<file path="config.mk">
export PLATFORM = sky130hd
export DESIGN_NAME = avg_sched
export DESIGN_NICKNAME = d
export VERILOG_FILES = /design/src/rtl/avg_pkg.sv /design/src/rtl/avg_rr_arb.sv /design/src/rtl/avg_sched.sv
export SDC_FILE = /design/constraint.sdc
export NUM_CORES = 2
export LEC_CHECK = 0
export BUFFER_PORTS_ARGS = -buffer_cell sky130_fd_sc_hd__buf_4
export CAP_MARGIN = 20
export CORE_ASPECT_RATIO = 0.5
export CORE_MARGIN = 10
export CORE_UTILIZATION = 55
export DETAILED_ROUTE_END_ITERATION = 16
export PLACE_DENSITY = 0.71
export SLEW_MARGIN = 20
export SYNTH_ARGS = -nofsm -noshare
export SYNTH_HDL_FRONTEND = slang
export SYNTH_HIERARCHICAL = 1
export SYNTH_SLANG_ARGS = --single-unit
</file>
<file path="constraint.sdc">
create_clock -name clk -period 17.4 [get_ports clk]
set_clock_uncertainty 0.1 [all_clocks]
set_input_delay 3.48 -clock clk [delete_from_list [all_inputs] [get_ports clk]]
set_output_delay 3.48 -clock clk [all_outputs]
set_load 0.02 [all_outputs]
</file>
<file path="src/rtl/avg_pkg.sv">
// Shared constants, FSM state type and the divide-by-12 helper for avg_sched.
package avg_pkg;

  localparam int unsigned WIN_DEPTH = 12;
  localparam int unsigned SAMPLE_W  = 16;
  localparam int unsigned SUM_W     = 20;

  typedef enum logic [1:0] {
    StIdle,
    StAvg,
    StScan,
    StResult
  } state_e;

  // 12 * 65535 / 12 still fits in SAMPLE_W, so truncation loses nothing.
  function automatic logic [SAMPLE_W-1:0] div12(input logic [SUM_W-1:0] sum);
    return SAMPLE_W'(sum / SUM_W'(WIN_DEPTH));
  endfunction

endpackage

</file>
<file path="src/rtl/avg_rr_arb.sv">
// Combinational round-robin grant: first asserted request at or after i_ptr, wrapping.
module avg_rr_arb #(
  parameter int unsigned N_CH = 4
) (
  input  logic [N_CH-1:0]         i_req,
  input  logic [$clog2(N_CH)-1:0] i_ptr,
  output logic [N_CH-1:0]         o_gnt
);

  localparam int unsigned CH_W = $clog2(N_CH);

  logic            w_found;
  logic [CH_W-1:0] w_idx;

  always_comb begin
    o_gnt   = '0;
    w_found = 1'b0;
    w_idx   = '0;
    for (int k = 0; k < int'(N_CH); k++) begin
      w_idx = CH_W'((int'(i_ptr) + k) % int'(N_CH));
      if (!w_found && i_req[w_idx]) begin
        o_gnt[w_idx] = 1'b1;
        w_found      = 1'b1;
      end
    end
  end

endmodule

</file>
<file path="src/rtl/avg_sched.sv">
// Round-robin scheduler sharing one closest-to-mean engine across N_CH 12-deep windows.
// Optional per-channel window flush input is enabled by defining AVG_SCHED_FLUSH_EN.
module avg_sched
  import avg_pkg::*;
#(
  parameter int unsigned N_CH = 4
) (
  input  logic                     clk,
  input  logic                     reset,
  input  logic [N_CH-1:0]          i_in_valid,
  input  logic [SAMPLE_W*N_CH-1:0] i_in_data,
  output logic [N_CH-1:0]          o_in_ready,
  output logic                     o_out_valid,
  input  logic                     i_out_ready,
  output logic [$clog2(N_CH)-1:0]  o_out_ch,
  output logic [SAMPLE_W-1:0]      o_out_data,
  output logic                     o_busy
`ifdef AVG_SCHED_FLUSH_EN
  ,
  input  logic [N_CH-1:0]          i_flush
`endif
);

  localparam int unsigned CH_W     = $clog2(N_CH);
  localparam logic [3:0]  LAST_IDX = 4'(WIN_DEPTH - 1);
  localparam logic [3:0]  FULL     = 4'(WIN_DEPTH);

  state_e r_state, w_state_nxt;

  logic [SAMPLE_W-1:0] r_buf  [N_CH][WIN_DEPTH];
  logic [3:0]          r_wptr [N_CH];
  logic [3:0]          r_fill [N_CH];
  logic [SUM_W-1:0]    r_sum  [N_CH];

  logic [CH_W-1:0]     r_rr_ptr;
  logic [CH_W-1:0]     r_cur_ch;
  logic [CH_W-1:0]     r_out_ch;
  logic [SAMPLE_W-1:0] r_avg;
  logic [SAMPLE_W-1:0] r_best_val;
  logic [SAMPLE_W:0]   r_best_dist;
  logic [SAMPLE_W-1:0] r_out_data;
  logic [3:0]          r_scan_idx;

  logic [N_CH-1:0]     w_gnt;
  logic [N_CH-1:0]     w_flush;
  logic                w_flush_any;
  logic                w_idle;
  logic                w_xfer;
  logic                w_full_after;
  logic [CH_W-1:0]     w_gidx;
  logic [CH_W-1:0]     w_rr_nxt;
  logic [SAMPLE_W-1:0] w_din;
  logic [SAMPLE_W-1:0] w_entry;
  logic [SAMPLE_W:0]   w_dist;
  logic                w_take;

`ifdef AVG_SCHED_FLUSH_EN
  assign w_flush = i_flush;
`else
  assign w_flush = '0;
`endif

  assign w_flush_any = |w_flush;
  assign w_idle      = (r_state == StIdle);

  avg_rr_arb #(
    .N_CH (N_CH)
  ) u_arb (
    .i_req (i_in_valid),
    .i_ptr (r_rr_ptr),
    .o_gnt (w_gnt)
  );

  always_comb begin
    w_gidx = '0;
    w_din  = '0;
    for (int i = 0; i < int'(N_CH); i++) begin
      if (w_gnt[i]) begin
        w_gidx = CH_W'(i);
        w_din  = i_in_data[i*SAMPLE_W +: SAMPLE_W];
      end
    end
  end

  // Flush wins over accept, so the grant is masked in a flush cycle.
  assign w_xfer       = w_idle && !w_flush_any && (|w_gnt);
  assign o_in_ready   = (w_idle && !w_flush_any) ? w_gnt : '0;
  assign w_full_after = (r_fill[w_gidx] >= LAST_IDX);
  assign w_rr_nxt     = (w_gidx == CH_W'(N_CH - 1)) ? '0 : w_gidx + CH_W'(1);

  assign w_entry = r_buf[r_cur_ch][r_scan_idx];
  assign w_dist  = (w_entry >= r_avg) ? ({1'b0, w_entry} - {1'b0, r_avg})
                                      : ({1'b0, r_avg} - {1'b0, w_entry});
  assign w_take  = (w_dist < r_best_dist) ||
                   ((w_dist == r_best_dist) && (w_entry < r_best_val));

  always_ff @(posedge clk or posedge reset) begin
    if (reset) begin
      r_state <= StIdle;
    end else begin
      r_state <= w_state_nxt;
    end
  end

  always_comb begin
    w_state_nxt = r_state;
    unique case (r_state)
      StIdle:   if (w_xfer && w_full_after) w_state_nxt = StAvg;
      StAvg:    w_state_nxt = StScan;
      StScan:   if (r_scan_idx == LAST_IDX) w_state_nxt = StResult;
      StResult: if (i_out_ready) w_state_nxt = StIdle;
      default:  w_state_nxt = StIdle;
    endcase
  end

  // Sample storage is deliberately left without reset.
  always_ff @(posedge clk) begin
    if (w_xfer) begin
      r_buf[w_gidx][r_wptr[w_gidx]] <= w_din;
    end
  end

  always_ff @(posedge clk or posedge reset) begin
    if (reset) begin
      for (int i = 0; i < int'(N_CH); i++) begin
        r_wptr[i] <= '0;
        r_fill[i] <= '0;
        r_sum[i]  <= '0;
      end
      r_rr_ptr <= '0;
      r_cur_ch <= '0;
    end else if (w_idle) begin
      if (w_flush_any) begin
        for (int i = 0; i < int'(N_CH); i++) begin
          if (w_flush[i]) begin
            r_wptr[i] <= '0;
            r_fill[i] <= '0;
            r_sum[i]  <= '0;
          end
        end
      end else if (w_xfer) begin
        r_wptr[w_gidx] <= (r_wptr[w_gidx] == LAST_IDX) ? '0 : r_wptr[w_gidx] + 4'd1;
        if (r_fill[w_gidx] < FULL) begin
          r_sum[w_gidx]  <= r_sum[w_gidx] + SUM_W'(w_din);
          r_fill[w_gidx] <= r_fill[w_gidx] + 4'd1;
        end else begin
          // wptr points at the oldest entry once the window is full.
          r_sum[w_gidx] <= r_sum[w_gidx] + SUM_W'(w_din)
                           - SUM_W'(r_buf[w_gidx][r_wptr[w_gidx]]);
        end
        r_rr_ptr <= w_rr_nxt;
        r_cur_ch <= w_gidx;
      end
    end
  end

  always_ff @(posedge clk or posedge reset) begin
    if (reset) begin
      r_avg       <= '0;
      r_scan_idx  <= '0;
      r_best_dist <= '0;
      r_best_val  <= '0;
      r_out_data  <= '0;
      r_out_ch    <= '0;
    end else begin
      case (r_state)
        StAvg: begin
          r_avg       <= div12(r_sum[r_cur_ch]);
          r_scan_idx  <= '0;
          r_best_dist <= '1;
          r_best_val  <= '1;
        end
        StScan: begin
          r_scan_idx <= r_scan_idx + 4'd1;
          if (w_take) begin
            r_best_dist <= w_dist;
            r_best_val  <= w_entry;
          end
          if (r_scan_idx == LAST_IDX) begin
            r_out_data <= w_take ? w_entry : r_best_val;
            r_out_ch   <= r_cur_ch;
          end
        end
        default: ;
      endcase
    end
  end

  assign o_out_valid = (r_state == StResult);
  assign o_busy      = !w_idle;
  assign o_out_ch    = r_out_ch;
  assign o_out_data  = r_out_data;

endmodule

</file>
==> flow_summary.json <==
{
  "clockRootBuffer": "clkbuf_16",
  "critPathKind": "in2reg",
  "drtIter0Drc": 5137,
  "cts_setup_buffers": 0,
  "via_per_inst": 6.94,
  "ant_nets": 0,
  "required_ns": 17.85,
  "arrival_ns": 13.08,
  "cp-start-kind": "input port",
  "final-hold-violation-count": 0,
  "cts.path.max_buffers": 3,
  "fmaxAchievable_mhz": 79.2,
  "hold_path.class": "reg2reg",
  "yosysUniqueCellTypes": 85,
  "drc": 0,
  "r2r_slack_ns": 6.70,
  "grt_max_degree": 129,
  "nNetsFinal": 4046,
  "syn-mean-instance-area_um2": 13.3,
  "clk_pin_slew_ns": 0.06,
  "fin_crit_sh_pct": 72.6,
  "synthCells": 3847,
  "routabilityCongestion": 0.920,
  "hold_depth": 2,
  "cts_resized": 0,
  "synth_ff_type": "edfxtp_1",
  "fin_setup_tns_ns": 0,
  "slowest_stage": "a2111oi_0",
  "rows": 78,
  "synth.ff_latch_count": 957,
  "grt_pass1_wl_um": 222000,
  "async_flop_share_pct": 19.7,
  "cts_buffers": 86,
  "grt_pass1_vias": 35000,
  "dr.pass1.iters": 6,
  "grtUsageTotal_pct": 27.3,
  "portBuffers": 94,
  "r2r-end": "r_sum[59]$_DFFE_PP0P_",
  "rsz0062_at_grt": "no",
  "reg2reg_from": "r_rr_ptr[0]$_DFFE_PP0P_",
  "wl_per_cell_um": 28.8,
  "max_cap_violations": 0,
  "die_x_um": 451,
  "status": "complete, no violations",
  "slew_violations": 0,
  "cts_sinks": 957,
  "drt_wl_total_um": 149000,
  "netlist_area_mm2": 0.0510,
  "ioPinCount": 95,
  "relSlewSlack_pct": 19.3,
  "grt_remaining_overflow": 0,
  "period_needed_ns": 12.63,
  "antenna_found_initial": 2,
  "core_area_mm2": 0.0913,
  "dp_hpwl_um": 89900,
  "drive_above_1_share_pct": 21.1,
  "htreeDepth": 3,
  "synth_warnings": 6,
  "cts_tree": "built",
  "vias": 35900,
  "endpoint_kind": "flip-flop",
  "clock_latency_ns": 0.71,
  "cts_hold_buffers": 0,
  "synth-seq-area-share_pct": 54.5,
  "worst_pin_slew_ns": 1.20,
  "synth-edff-count": 768,
  "cpMostUsedCell": "o21ai_0",
  "critPathCapture": "r_sum[59]$_DFFE_PP0P_",
  "path_max_fanout": 46,
  "setup_violations": 0,
  "dieArea_mm2": 0.106,
  "start_util_pct": 55.9,
  "die_y_um": 235,
  "syn_nets": 4038,
  "area.growth.synth_to_final_pct": 10.7,
  "cpPeakStageDelay_ns": 0.84,
  "rr_worst_depth": 32,
  "critPathLaunch": "i_in_valid[3]"
}
[worst max-delay path: cells and delay by family]
kind	cells	cell delay, ns
and+or+nand+nor	3	0.57
buffers and inverters	5	2.08
xor gates and xnor gates	1	0.32
adders and majority gates	1	0.33
AOI/OAI and AO/OA	19	5.14
muxes	2	1.08
[cells in the mapped netlist (70+ instances only)]
master / number / area share, %
mux4_2: 349 / 15
nor2_1: 241 / 1.8
clkbuf_1: 209 / 1.5
buf_1: 70 / 0.52
o22ai_1: 91 / 1.1
edfxtp_1: 768 / 45
nand2_1: 300 / 2.2
inv_1: 135 / 0.99
o21ai_0: 318 / 3.1
o221ai_1: 101 / 1.7
mux2i_1: 178 / 3.5
dfrtp_1: 189 / 9.3
ha_1: 116 / 2.8
a21oi_1: 230 / 2.3
[flip-flops by register name, indices dropped and copies added, names as in the netlist]
register / cells
r_buf: 768
r_sum: 80
r_fill: 16
r_cur_ch: 2
o_out_ch: 2
r_best_val: 16
r_rr_ptr: 2
r_best_dist: 17
r_scan_idx: 4
r_wptr: 16
r_state: 2
r_avg: 16
o_out_data: 16
[metal layers]
| layer | vias up | wire [um] | track usage [%] |
|---|---|---|---|
| met1 | 18000 | 56300 | 36.9 |
| met5 | - | 0 | 0 |
| li1 | 15100 | - | - |
| met4 | 0 | 6200 | 10.9 |
| met3 | 380 | 19100 | 8.27 |
| met2 | 2401 | 67400 | 41.4 |
[worst min-delay path by stage]
| stage | from | to | slack, ns |
|---|---|---|---|
| floorplan | r_wptr[13]$_DFFE_PP0P_ | r_wptr[13]$_DFFE_PP0P_ | 0.34 |
| detailed placement | r_sum[61]$_DFFE_PP0P_ | r_sum[61]$_DFFE_PP0P_ | 0.37 |
| CTS | r_sum[61]$_DFFE_PP0P_ | r_sum[61]$_DFFE_PP0P_ | 0.38 |
| global route | r_wptr[10]$_DFFE_PP0P_ | r_wptr[10]$_DFFE_PP0P_ | 0.40 |
| finish | o_out_ch[1]$_DFFE_PP0P_ | o_out_ch[1]$_DFFE_PP0P_ | 0.38 |
| global placement | r_wptr[10]$_DFFE_PP0P_ | r_wptr[10]$_DFFE_PP0P_ | 0.36 |
[layout make-up]
cell class              count  area, um2
diodes                      2       5.00
clock buffers             113       2380
clock inverters            48        573
fillers                  6714      34800
inverters                 142        553
multi-input cells        2455      21800
flip-flops and latches    957      27800
well taps                1240       1550
repair buffers            213       1700
[through the flow]
stage               hold WS [ns]  instances  setup WS, ns  area [um2]  utilization, %
floorplan                  0.338       3847          4.05       51000               -
global placement           0.356       5005          4.61       53400            58.5
detailed placement         0.368       5005          4.42       53400            58.5
CTS                        0.383       5166          5.12       56300            61.7
global route               0.403       5169          4.35       56400            61.8
finish                     0.380       5170          4.77       56400            61.8
[cell usage in the layout, fill, tap and decap left out, types with 22 or more instances in the layout]
| cell type | instances |
|---|---|
| nand2_1 | 300 |
| mux2_2 | 30 |
| a21oi_1 | 227 |
| ha_1 | 115 |
| o221ai_1 | 101 |
| nor2_1 | 192 |
| o21ai_0 | 300 |
| nor3_1 | 42 |
| mux4_2 | 349 |
| dfrtp_1 | 185 |
| edfxtp_1 | 768 |
| clkbuf_16 | 89 |
| nand3_1 | 28 |
| o22ai_1 | 91 |
| a211oi_1 | 40 |
| buf_4 | 206 |
| nor2_2 | 49 |
| xnor2_1 | 36 |
| inv_1 | 132 |
| a221oi_1 | 22 |
| mux2i_1 | 178 |
| a21o_1 | 40 |
[cells by family after synthesis]
group                    after synthesis  synth area share [%]
AO/OA/AOI/OAI                        992                  12.2
XOR/XNOR                              53                 0.911
adder cells (fa/ha/maj)              121                  3.02
buffers and inverters                435                  3.31
flip-flops                           957                  54.5
multiplexers                         561                  19.8
AND/OR/NAND/NOR                      728                  6.27
Power is left out: the tool's default activity adds up to more than one toggle a clock period on the data nets, which glitch-free logic cannot reach.
